<file path="config.mk">
export PLATFORM = sky130hd
export DESIGN_NAME = store_buffer_flat
export DESIGN_NICKNAME = d
export VERILOG_FILES = /design/src/rtl/store_buf_pkg.sv /design/src/rtl/store_buffer_if.sv /design/src/rtl/sb_fwd_merge.sv /design/src/rtl/store_buffer.sv /design/src/flat_wrapper.sv
export SDC_FILE = /design/constraint.sdc
export NUM_CORES = 1
export LEC_CHECK = 0
export CAP_MARGIN = 30
export CORE_ASPECT_RATIO = 1.1
export CORE_UTILIZATION = 35
export CTS_CLUSTER_DIAMETER = 150
export DETAILED_ROUTE_END_ITERATION = 8
export SLEW_MARGIN = 0
export SYNTH_ARGS = -nofsm -noshare
export SYNTH_HDL_FRONTEND = slang
export SYNTH_SLANG_ARGS = --single-unit
export TNS_END_PERCENT = 50
</file>
<file path="constraint.sdc">
create_clock -name clk -period 5.7 [get_ports clk]
set_input_delay 0.855 -clock clk [delete_from_list [all_inputs] [get_ports clk]]
set_output_delay 0.855 -clock clk [all_outputs]
set_load 0.005 [all_outputs]
</file>
<file path="src/rtl/store_buf_pkg.sv">
// ============================================================================
// Module  : store_buf_pkg
// Purpose : Shared types and helpers for the store buffer (entry layout, lane
//           count, WE-to-mask packing).
// Rev     : 1.0
// ============================================================================
`default_nettype none

package store_buf_pkg;

    localparam int NUM_LANES      = 4;
    localparam int SB_DATA_WIDTH  = NUM_LANES * 8;
    localparam int SB_WADDR_WIDTH = 30;

    typedef struct packed {
        logic                      valid;
        logic [SB_WADDR_WIDTH-1:0] word_addr;
        logic [SB_DATA_WIDTH-1:0]  data;
        logic [NUM_LANES-1:0]      we;
    } sb_entry_t;

    function automatic logic [NUM_LANES-1:0] pack_we(
        input logic we0,
        input logic we1,
        input logic we2,
        input logic we3
    );
        return {we3, we2, we1, we0};
    endfunction

endpackage

`default_nettype wire

</file>
<file path="src/rtl/store_buffer_if.sv">
// ============================================================================
// Module  : store_buffer_if
// Purpose : Store/load/drain signal bundle between the pipeline, the store
//           buffer and data memory.
// Rev     : 1.0
// ============================================================================
`default_nettype none

interface store_buffer_if #(
    parameter int ADDR_WIDTH = 32,
    parameter int DATA_WIDTH = 32
);
    logic                  st_valid;
    logic                  st_ready;
    logic [ADDR_WIDTH-1:0] st_addr;
    logic [DATA_WIDTH-1:0] st_data;
    logic                  WE0;
    logic                  WE1;
    logic                  WE2;
    logic                  WE3;
    logic                  ld_valid;
    logic [ADDR_WIDTH-1:0] ld_addr;
    logic [DATA_WIDTH-1:0] fwd_data;
    logic [3:0]            fwd_mask;
    logic                  mem_write;
    logic                  mem_ready;
    logic [ADDR_WIDTH-1:0] mem_addr;
    logic [DATA_WIDTH-1:0] mem_wdata;
    logic [3:0]            mem_we;
    logic                  empty;
    logic                  full;

    modport slave (
        input  st_valid, st_addr, st_data, WE0, WE1, WE2, WE3,
        input  ld_valid, ld_addr, mem_ready,
        output st_ready, fwd_data, fwd_mask,
        output mem_write, mem_addr, mem_wdata, mem_we, empty, full
    );

    modport master (
        output st_valid, st_addr, st_data, WE0, WE1, WE2, WE3,
        output ld_valid, ld_addr, mem_ready,
        input  st_ready, fwd_data, fwd_mask,
        input  mem_write, mem_addr, mem_wdata, mem_we, empty, full
    );
endinterface

`default_nettype wire

</file>
<file path="src/rtl/sb_fwd_merge.sv">
// ============================================================================
// Module  : sb_fwd_merge
// Purpose : Per-lane store-to-load forwarding; scans entries oldest to youngest
//           so the youngest matching entry wins each lane.
// Rev     : 1.0
// ============================================================================
`default_nettype none

module sb_fwd_merge
    import store_buf_pkg::*;
#(
    parameter int DEPTH = 4,
    parameter int PTR_W = $clog2(DEPTH)
) (
    input  sb_entry_t                 entries_i [DEPTH],
    input  logic [PTR_W-1:0]          head_i,
    input  logic [SB_WADDR_WIDTH-1:0] ld_waddr_i,
    output logic [SB_DATA_WIDTH-1:0]  fwd_data_o,
    output logic [NUM_LANES-1:0]      fwd_mask_o
);

    logic [PTR_W-1:0] idx_w;

    always_comb begin
        fwd_data_o = '0;
        fwd_mask_o = '0;
        idx_w      = '0;
        for (int k = 0; k < DEPTH; k++) begin
            idx_w = head_i + PTR_W'(k);
            if (entries_i[idx_w].valid && (entries_i[idx_w].word_addr == ld_waddr_i)) begin
                for (int l = 0; l < NUM_LANES; l++) begin
                    if (entries_i[idx_w].we[l]) begin
                        fwd_data_o[8*l +: 8] = entries_i[idx_w].data[8*l +: 8];
                        fwd_mask_o[l]        = 1'b1;
                    end
                end
            end
        end
    end

endmodule

`default_nettype wire

</file>
<file path="src/rtl/store_buffer.sv">
// ============================================================================
// Module  : store_buffer
// Purpose : In-order store FIFO between the WE decoder and data memory; drains
//           when loads leave the port idle and forwards pending bytes to loads.
//           Define STORE_BUF_COALESCE_EN to merge same-word stores into tail-1.
// Rev     : 1.0
// ============================================================================
`default_nettype none

module store_buffer
    import store_buf_pkg::*;
#(
    parameter int DEPTH      = 4,
    parameter int ADDR_WIDTH = 32,
    parameter int DATA_WIDTH = 32
) (
    input  logic           clk,
    input  logic           rst_n,
    store_buffer_if.slave  sb
);

    localparam int PTR_W = $clog2(DEPTH);
    localparam int CNT_W = PTR_W + 1;

    sb_entry_t                 entries_q [DEPTH];
    sb_entry_t                 entries_d [DEPTH];
    logic [PTR_W-1:0]          head_q, head_d;
    logic [PTR_W-1:0]          tail_q, tail_d;
    logic [CNT_W-1:0]          count_q, count_d;

    logic [NUM_LANES-1:0]      st_we;
    logic [SB_WADDR_WIDTH-1:0] st_waddr;
    logic [SB_WADDR_WIDTH-1:0] ld_waddr;
    logic                      empty_w, full_w, ready_w, mem_write_w;
    logic                      push_req, alloc, coalesce, pop, coal_ok;
    logic [SB_DATA_WIDTH-1:0]  fwd_data_w;
    logic [NUM_LANES-1:0]      fwd_mask_w;
    logic                      unused_addr_lsbs;

    assign unused_addr_lsbs = ^{sb.st_addr[1:0], sb.ld_addr[1:0]};

    assign st_we       = pack_we(sb.WE0, sb.WE1, sb.WE2, sb.WE3);
    assign st_waddr    = SB_WADDR_WIDTH'(sb.st_addr[ADDR_WIDTH-1:2]);
    assign ld_waddr    = SB_WADDR_WIDTH'(sb.ld_addr[ADDR_WIDTH-1:2]);
    assign empty_w     = (count_q == '0);
    assign full_w      = (count_q == CNT_W'(DEPTH));
    assign mem_write_w = !empty_w && !sb.ld_valid;
    assign pop         = mem_write_w && sb.mem_ready;

`ifdef STORE_BUF_COALESCE_EN
    logic [PTR_W-1:0] tail_prev;
    assign tail_prev = tail_q - PTR_W'(1);
    // The head being popped this cycle is leaving; merging into it would lose bytes.
    assign coal_ok   = entries_q[tail_prev].valid
                    && (entries_q[tail_prev].word_addr == st_waddr)
                    && !(pop && (tail_prev == head_q));
    assign ready_w   = !full_w || coal_ok;
`else
    assign coal_ok   = 1'b0;
    assign ready_w   = !full_w;
`endif

    assign push_req = sb.st_valid && ready_w && (|st_we);
    assign alloc    = push_req && !coal_ok;
    assign coalesce = push_req && coal_ok;

    always_comb begin
        entries_d = entries_q;
        head_d    = head_q;
        tail_d    = tail_q;
        if (pop) begin
            entries_d[head_q].valid = 1'b0;
            head_d                  = head_q + PTR_W'(1);
        end
        if (alloc) begin
            entries_d[tail_q] = '{valid:     1'b1,
                                  word_addr: st_waddr,
                                  data:      SB_DATA_WIDTH'(sb.st_data),
                                  we:        st_we};
            tail_d            = tail_q + PTR_W'(1);
        end
`ifdef STORE_BUF_COALESCE_EN
        if (coalesce) begin
            entries_d[tail_prev].we = entries_q[tail_prev].we | st_we;
            for (int l = 0; l < NUM_LANES; l++) begin
                if (st_we[l]) begin
                    entries_d[tail_prev].data[8*l +: 8] = sb.st_data[8*l +: 8];
                end
            end
        end
`endif
        count_d = count_q + CNT_W'(alloc) - CNT_W'(pop);
    end

    always_ff @(posedge clk) begin
        if (!rst_n) begin
            head_q  <= '0;
            tail_q  <= '0;
            count_q <= '0;
            for (int i = 0; i < DEPTH; i++) begin
                entries_q[i] <= '0;
            end
        end else begin
            head_q    <= head_d;
            tail_q    <= tail_d;
            count_q   <= count_d;
            entries_q <= entries_d;
        end
    end

    sb_fwd_merge #(
        .DEPTH (DEPTH),
        .PTR_W (PTR_W)
    ) u_fwd (
        .entries_i  (entries_q),
        .head_i     (head_q),
        .ld_waddr_i (ld_waddr),
        .fwd_data_o (fwd_data_w),
        .fwd_mask_o (fwd_mask_w)
    );

    assign sb.st_ready  = ready_w;
    assign sb.empty     = empty_w;
    assign sb.full      = full_w;
    assign sb.mem_write = mem_write_w;
    assign sb.mem_addr  = empty_w ? '0
                        : {entries_q[head_q].word_addr[ADDR_WIDTH-3:0], 2'b00};
    assign sb.mem_wdata = empty_w ? '0 : DATA_WIDTH'(entries_q[head_q].data);
    assign sb.mem_we    = empty_w ? '0 : entries_q[head_q].we;
    assign sb.fwd_data  = DATA_WIDTH'(fwd_data_w);
    assign sb.fwd_mask  = fwd_mask_w;

    // The coalesce path is compiled out in the default build.
    logic unused_coalesce;
    assign unused_coalesce = coalesce;

endmodule

`default_nettype wire

</file>
<file path="src/flat_wrapper.sv">
// flat-port wrapper written by rule: the top's interface ports become plain ports
module store_buffer_flat import store_buf_pkg::*;
#(
    parameter int DEPTH      = 4,
    parameter int ADDR_WIDTH = 32,
    parameter int DATA_WIDTH = 32
)
  (clk, rst_n, sb_st_valid, sb_st_addr, sb_st_data, sb_WE0, sb_WE1, sb_WE2, sb_WE3, sb_ld_valid, sb_ld_addr, sb_mem_ready, sb_st_ready, sb_fwd_data, sb_fwd_mask, sb_mem_write, sb_mem_addr, sb_mem_wdata, sb_mem_we, sb_empty, sb_full);
  store_buffer_if #(.ADDR_WIDTH(ADDR_WIDTH), .DATA_WIDTH(DATA_WIDTH)) sb_i ();
  input  logic clk;
  input  logic rst_n;
  input wire logic [$bits(sb_i.st_valid)-1:0] sb_st_valid;
  input wire logic [$bits(sb_i.st_addr)-1:0] sb_st_addr;
  input wire logic [$bits(sb_i.st_data)-1:0] sb_st_data;
  input wire logic [$bits(sb_i.WE0)-1:0] sb_WE0;
  input wire logic [$bits(sb_i.WE1)-1:0] sb_WE1;
  input wire logic [$bits(sb_i.WE2)-1:0] sb_WE2;
  input wire logic [$bits(sb_i.WE3)-1:0] sb_WE3;
  input wire logic [$bits(sb_i.ld_valid)-1:0] sb_ld_valid;
  input wire logic [$bits(sb_i.ld_addr)-1:0] sb_ld_addr;
  input wire logic [$bits(sb_i.mem_ready)-1:0] sb_mem_ready;
  output wire logic [$bits(sb_i.st_ready)-1:0] sb_st_ready;
  output wire logic [$bits(sb_i.fwd_data)-1:0] sb_fwd_data;
  output wire logic [$bits(sb_i.fwd_mask)-1:0] sb_fwd_mask;
  output wire logic [$bits(sb_i.mem_write)-1:0] sb_mem_write;
  output wire logic [$bits(sb_i.mem_addr)-1:0] sb_mem_addr;
  output wire logic [$bits(sb_i.mem_wdata)-1:0] sb_mem_wdata;
  output wire logic [$bits(sb_i.mem_we)-1:0] sb_mem_we;
  output wire logic [$bits(sb_i.empty)-1:0] sb_empty;
  output wire logic [$bits(sb_i.full)-1:0] sb_full;
  assign sb_i.st_valid = sb_st_valid;
  assign sb_i.st_addr = sb_st_addr;
  assign sb_i.st_data = sb_st_data;
  assign sb_i.WE0 = sb_WE0;
  assign sb_i.WE1 = sb_WE1;
  assign sb_i.WE2 = sb_WE2;
  assign sb_i.WE3 = sb_WE3;
  assign sb_i.ld_valid = sb_ld_valid;
  assign sb_i.ld_addr = sb_ld_addr;
  assign sb_i.mem_ready = sb_mem_ready;
  assign sb_st_ready = sb_i.st_ready;
  assign sb_fwd_data = sb_i.fwd_data;
  assign sb_fwd_mask = sb_i.fwd_mask;
  assign sb_mem_write = sb_i.mem_write;
  assign sb_mem_addr = sb_i.mem_addr;
  assign sb_mem_wdata = sb_i.mem_wdata;
  assign sb_mem_we = sb_i.mem_we;
  assign sb_empty = sb_i.empty;
  assign sb_full = sb_i.full;
  store_buffer #(.DEPTH(DEPTH), .ADDR_WIDTH(ADDR_WIDTH), .DATA_WIDTH(DATA_WIDTH)) u_core (.clk(clk), .rst_n(rst_n), .sb(sb_i));
endmodule
</file>
# [Word-level counts from Yosys, hierarchy flattened]
# Cells that the tools add are included.
[classes] bitwise_logic=5 add_sub_neg=6 n_lt_le_gt_ge=7 reduce_logical=15 eq_ne=5 muxes=63
[ops] operator="2-to-1 mux 67 bit" count=10
[ops] operator="binary-select mux 67 bit (select 2 bit)" count=4
[ops] operator="bitwise mux 268 bit" count=2
[ops] operator="2-to-1 mux 268 bit" count=2
[ops] operator="demux 67 bit (select 2 bit)" count=2
[ops] operator="2-to-1 mux 32 bit" count=6
[ops] operator="2-to-1 mux 8 bit" count=16
[ops] operator="equality test 30 bit" count=4
[ops] operator="2-to-1 mux 4 bit" count=5
[ops] operator="2-to-1 mux 1 bit" count=16
[ops] operator=">= comparator 3 bit, second input constant" count=5
[ops] operator="NOT 2 -> 3 bit" count=5
[ops] operator="logical AND 1 bit" count=10
[ops] operator="less-than comparator 3 x 1 -> 1 bit, second input constant" count=2
[ops] operator="adder 2 x 1 -> 2 bit, second input constant" count=2
[ops] operator="adder 2 bit, second input constant" count=2
[ops] operator="OR reduction 4 bit" count=1
[ops] operator="adder 3 x 1 -> 3 bit" count=1
[ops] operator="equality test 3 bit, second input constant" count=1
[ops] operator="zero test 1 bit" count=3
[ops] operator="zero test 3 bit" count=1
[ops] operator="subtractor 3 x 1 -> 3 bit" count=1
[word_totals] output_inout_bits=108 in_bits=105 register_bits=275 elab_cells=120

# [Depth between registers and ports, before layout]
[logic_depth] word_depth=13 mapped_depth=21 depth_no_buf=11

# [Cells and area by module]
# A second synthesis with hierarchy kept.
[unflattened] hier_cells=2319 hier_area_um2=21247.9
[modules_own_cells] module="store_buffer" n_inst=1 seq_area_each_um2=5505.3 cells_each=1156 area_per_inst_um2=12433.2
[modules_own_cells] module="sb_fwd_merge" n_inst=1 seq_area_each_um2=0.0 cells_each=1163 area_per_inst_um2=8814.7

# [Worst setup path before layout]
# Ideal clock, no wire load.
[synth_path] path_kind="reg-to-output" start="register u_core.head_q[1]" end="output sb_fwd_data[16]" stages_incl_launch_ff=20 setup_slack_ps=124 arrival_time_ps=4721 cell_sequence="dfxtp_1 buf_2 buf_2 inv_1 clkbuf_1 clkbuf_1 clkbuf_1 clkbuf_1 ha_1 buf_2 buf_2 buf_2 mux4_2 xor2_1 nor4_2 nand3_1 or4_4 buf_6 o211ai_1 o221a_1"
[synth_between] elab_chain_len=13 elab_cells_between_ends=35 classes_between="add/sub: 3; eq/ne: 4; mux: 20; bitwise: 4; reduce/logical: 4"
[synth_rtl] item="start: declaration" line_no="store_buffer.sv:27" source="logic [PTR_W-1:0] head_q, head_d;"
[synth_rtl] item="start signal: assignment" line_no="store_buffer.sv:97" source="head_q <= '0;"
[synth_rtl] item="start signal: assignment" line_no="store_buffer.sv:104" source="head_q <= head_d;"
[synth_rtl] item="branches (longest 12 deep; another with adder 2 x 1 -> 2 bit)"
[synth_rtl] item="2-to-1 mux 32 bit (*)" line_no="sb_fwd_merge.sv:30" source="if (entries_i[idx_w].valid && (entries_i[idx_w].word_addr == ld_waddr_i)) begin"
[synth_rtl] item="end: declaration" line_no="flat_wrapper.sv:23" source="output wire logic [$bits(sb_i.fwd_data)-1:0] sb_fwd_data;"
# Mark *: on every way between the ends. The select of a mux whose other input is x is not followed.

# [Worst setup path in the final report]
[layout_path] start="register u_core.head_q[0]" end="output sb_fwd_data[5]"
# The elaborated chain is that of the path after synthesis.

==> results_dict.tcl <==
set metrics [dict create \
    final-seq-area_um2 5510 \
    synthesis.area_um2 19900 \
    synthTopCellsByCount "sky130_fd_sc_hd__nand2_1 (643), sky130_fd_sc_hd__dfxtp_1 (275), sky130_fd_sc_hd__a21boi_0 (264)" \
    fmaxAchievable_ghz 0.178 \
    crit_path_max_fanout 36 \
    htree_levels 2 \
    preCtsSetupSlack_ns 0.0678 \
    synth_largest_type_area_fraction 0.277 \
    clk_pin_slew_worst_paths_ns 0.06 \
    detail_route.iter0.violations 1519 \
    synthDominantAreaCellType "sky130_fd_sc_hd__dfxtp_1" \
    worst_ep_arrival_time_ns 4.78 \
    wl_um 74700 \
    crit_path_start_kind "flip-flop" \
    maxSlewHeadroom 0.309 \
    multi_input_area_um2 13400 \
    grt_pass1_vias 17996 \
    final.hold.worst_slack_ns 0.477 \
    cts.path.max_buffers 3 \
    portBuffers 206 \
    worst-r2r-setup-slack_ns 2.69 \
    std_cell_rows 91 \
    status "complete, no violations" \
    estimated_wirelength_of_the_detail_placed_design_um 51300 \
    timing.hold.worst.class "reg2reg" \
    timing.rr.end "u_core.count_q[2]" \
    timing_hold_violations_final 0 \
    post-synth-top-count-cell "sky130_fd_sc_hd__nand2_1" \
    hold_path.startpoint "u_core.entries_q[68]" \
    synth-seq-cells 275 \
    report.final.slew_viol_count 0 \
    cts_tree "done" \
    maximum_number_of_pins_on_one_net_before_global_route_repair 147 \
    area_growth_pct 20.5 \
    cts_root_buf "sky130_fd_sc_hd__clkbuf_16" \
    timing.rr.start "u_core.count_q[1]" \
    wire_length_of_the_first_global_routing_pass_um 111000 \
    min_to "u_core.entries_q[68]" \
    synth.top_cells.by_area "sky130_fd_sc_hd__dfxtp_1 (28%), sky130_fd_sc_hd__nand2_1 (12%), sky130_fd_sc_hd__mux4_2 (10%), sky130_fd_sc_hd__a21boi_0 (10%), sky130_fd_sc_hd__mux2i_1 (7.5%)" \
    core_footprint_um2 56100 \
    part_of_the_yosys_area_used_for_sequential_elements 0.277 \
    dpl_cell_area_um2 22600 \
    tritoncts.num_buffers 35 \
    synth_area_per_cell_um2 8.28 \
    min_delay_path_depth 2 \
    antenna_violations_before_repair 2 \
    numClockSinks 275 \
    worstRegToRegCells 12 \
    postSynth.asyncResetShare 0 \
    worstSkewPairLatency_ns 0.56 \
    detail_route.vias_per_cell 5.67 \
    drt.antenna.violating_nets 0 \
    floorplan.die.height_um 252 \
    final.setup_skew_ns 0.0239 \
    totalPowerFinal_w 0.00713 \
    floorplan.initialDensity 0.354 \
    ios 213 \
    post-route-period-util 0.988 \
    final-setup-viol-count 0 \
    drive_gt1_frac 0.146 \
    gpl.final_weighted_congestion 0.960 \
    critPathRequiredTime_ns 4.85 \
    yosys.cell_types.count 87 \
    fin_crit_ns 5.63 \
    setup.worst_path.class "reg2out" \
    max_slew.worst_pin.slew_ns 1.04 \
    layout_setup_ws_ns 0.0682 \
    overflow 0 \
    synth_enable_flop_cells 0 \
    fin_nets 2639 \
    routed_vias 18675 \
    power_density_nw_per_um2 297 \
    synth_ff_type "sky130_fd_sc_hd__dfxtp_1" \
    post_drt_wl_per_cell_um 22.7 \
    layoutNonFillerInstCount 3291 \
    drt_first_pass_iters 5 \
    grt_setup_unrepaired "no" \
    power_leakage_nw 7.67 \
    die_width_um 229 \
    stdcell_area_um2 24000 \
    synth-warning-count 0 \
    fillers 5538 \
    max-cap-violations 0 \
    drc 0 \
    grt_use_total 0.250 \
    peakVddDrop_mv 0.206 \
    postSynthCellCount 2401 \
    die-area_um2 57800 \
    critPathCaptureType "primary output" \
    post-place-cells 3219 \
]
-- power by group --
group          switching [W]  internal, W  total, W
logic                0.00155      0.00112   0.00267
clock network       0.000900      0.00130   0.00219
registers           0.000166      0.00209   0.00226
-- routing by layer --
layer,global-route usage,vias to the layer above,share of wire
li1,-,8649,-
met1,0.319,9156,0.42
met2,0.428,733,0.49
met3,0.0339,135,0.062
met4,0.0960,2,0.036
met5,0,-,0.00012
-- through the flow --
| stage | TNS (ns) | utilization |
|---|---|---|
| detailed placement | 0 | 0.402 |
| global route | 0 | 0.427 |
| global placement | 0 | 0.401 |
| finish | 0 | 0.427 |
| CTS | -0.166 | 0.423 |
| floorplan | 0 | - |
-- worst max-delay path by stage --
stage / start / end / slack (ns) / depth (start not counted)
after detailed placement: sb_ld_addr[31] / sb_fwd_data[26] / 0.07 / 11
after CTS: u_core.head_q[0] / sb_fwd_data[4] / -0.07 / 13
after global placement: sb_ld_addr[31] / sb_fwd_data[28] / 0.08 / 11
after global routing: u_core.head_q[0] / sb_fwd_data[5] / 0.07 / 13
after floorplan: u_core.head_q[1] / sb_fwd_data[16] / 0.12 / 19
final: u_core.head_q[0] / sb_fwd_data[5] / 0.07 / 13
-- final cells by class --
cell class / count / area share
Antenna cell: 1 / 0.000104
Clock buffer: 51 / 0.0412
Clock inverter: 9 / 0.00486
Inverter: 26 / 0.00418
Multi-Input combinational cell: 1893 / 0.558
Sequential cell: 275 / 0.230
Tap cell: 744 / 0.0389
Timing Repair Buffer: 292 / 0.123
-- state kept, by name, indices dropped and copies added, names as in the netlist --
| signal | count |
|---|---|
| u_core.entries_q | 268 |
| u_core.tail_q | 2 |
| u_core.count_q | 3 |
| u_core.head_q | 2 |
-- kinds of logic (layout without fill, tap and decap cells) --
logic type / Yosys count / in the layout / share of synthesized area
compound gates: 510 / 510 / 0.189
xor+xnor: 106 / 106 / 0.0467
fa+ha+maj: 11 / 11 / 0.00730
buf+inv: 234 / 378 / 0.0560
flops: 275 / 275 / 0.277
mux: 305 / 305 / 0.214
other cells: 1 / 3 / 0.000189
simple gates: 959 / 959 / 0.210
-- critical path, cell delays in order, from the launching register on --
cell,delay [ns]
sky130_fd_sc_hd__dfxtp_4,0.42
sky130_fd_sc_hd__buf_16,0.25
sky130_fd_sc_hd__mux4_2,0.64
sky130_fd_sc_hd__xnor2_1,0.17
sky130_fd_sc_hd__buf_4,0.16
sky130_fd_sc_hd__nand4_1,0.21
sky130_fd_sc_hd__a211oi_2,0.36
sky130_fd_sc_hd__buf_4,0.21
sky130_fd_sc_hd__nand3b_1,0.09
sky130_fd_sc_hd__a311oi_2,0.30
sky130_fd_sc_hd__buf_4,0.23
sky130_fd_sc_hd__nand2_1,0.07
sky130_fd_sc_hd__a311oi_1,0.48
sky130_fd_sc_hd__clkdlybuf4s50_1,0.60
-- cells in the final DEF (no fill, tap or decap), types with 5 or more instances in the layout --
master,n
sky130_fd_sc_hd__nor3_1,25
sky130_fd_sc_hd__xor2_1,25
sky130_fd_sc_hd__a311oi_2,14
sky130_fd_sc_hd__mux4_2,89
sky130_fd_sc_hd__o211ai_1,16
sky130_fd_sc_hd__a211oi_1,27
sky130_fd_sc_hd__clkbuf_1,12
sky130_fd_sc_hd__nand3_2,6
sky130_fd_sc_hd__mux2i_1,150
sky130_fd_sc_hd__nor2_1,103
sky130_fd_sc_hd__nand4_1,19
sky130_fd_sc_hd__buf_16,5
sky130_fd_sc_hd__inv_1,23
sky130_fd_sc_hd__buf_12,5
sky130_fd_sc_hd__o22ai_1,18
sky130_fd_sc_hd__dfxtp_1,273
sky130_fd_sc_hd__and2_1,15
sky130_fd_sc_hd__and2_2,5
sky130_fd_sc_hd__and3_1,5
sky130_fd_sc_hd__o221a_1,9
sky130_fd_sc_hd__a21oi_1,57
sky130_fd_sc_hd__xnor2_1,80
sky130_fd_sc_hd__clkdlybuf4s50_1,205
sky130_fd_sc_hd__mux2_2,61
sky130_fd_sc_hd__or3_1,6
sky130_fd_sc_hd__o21ai_0,41
sky130_fd_sc_hd__clkbuf_16,38
sky130_fd_sc_hd__nand2_1,639
sky130_fd_sc_hd__ha_1,9
sky130_fd_sc_hd__nor4_2,6
sky130_fd_sc_hd__a22oi_1,8
sky130_fd_sc_hd__nor2b_1,53
sky130_fd_sc_hd__nor3_2,5
sky130_fd_sc_hd__buf_4,72
sky130_fd_sc_hd__or2_2,21
sky130_fd_sc_hd__a311oi_1,9
sky130_fd_sc_hd__a21boi_0,264
sky130_fd_sc_hd__nand3_1,18
-- what timing repair did --
action / CTS / global route
gates cloned: 1 / 2
hold buffers: 0 / 0
endpoints found under the setup margin: 9 / 27
buffers inserted: 0 / 8
pin swaps: 0 / 2
endpoints found under the hold margin: 0 / 0
resized for setup: 8 / 15
Note: power is estimated with default switching activity, not from simulation.
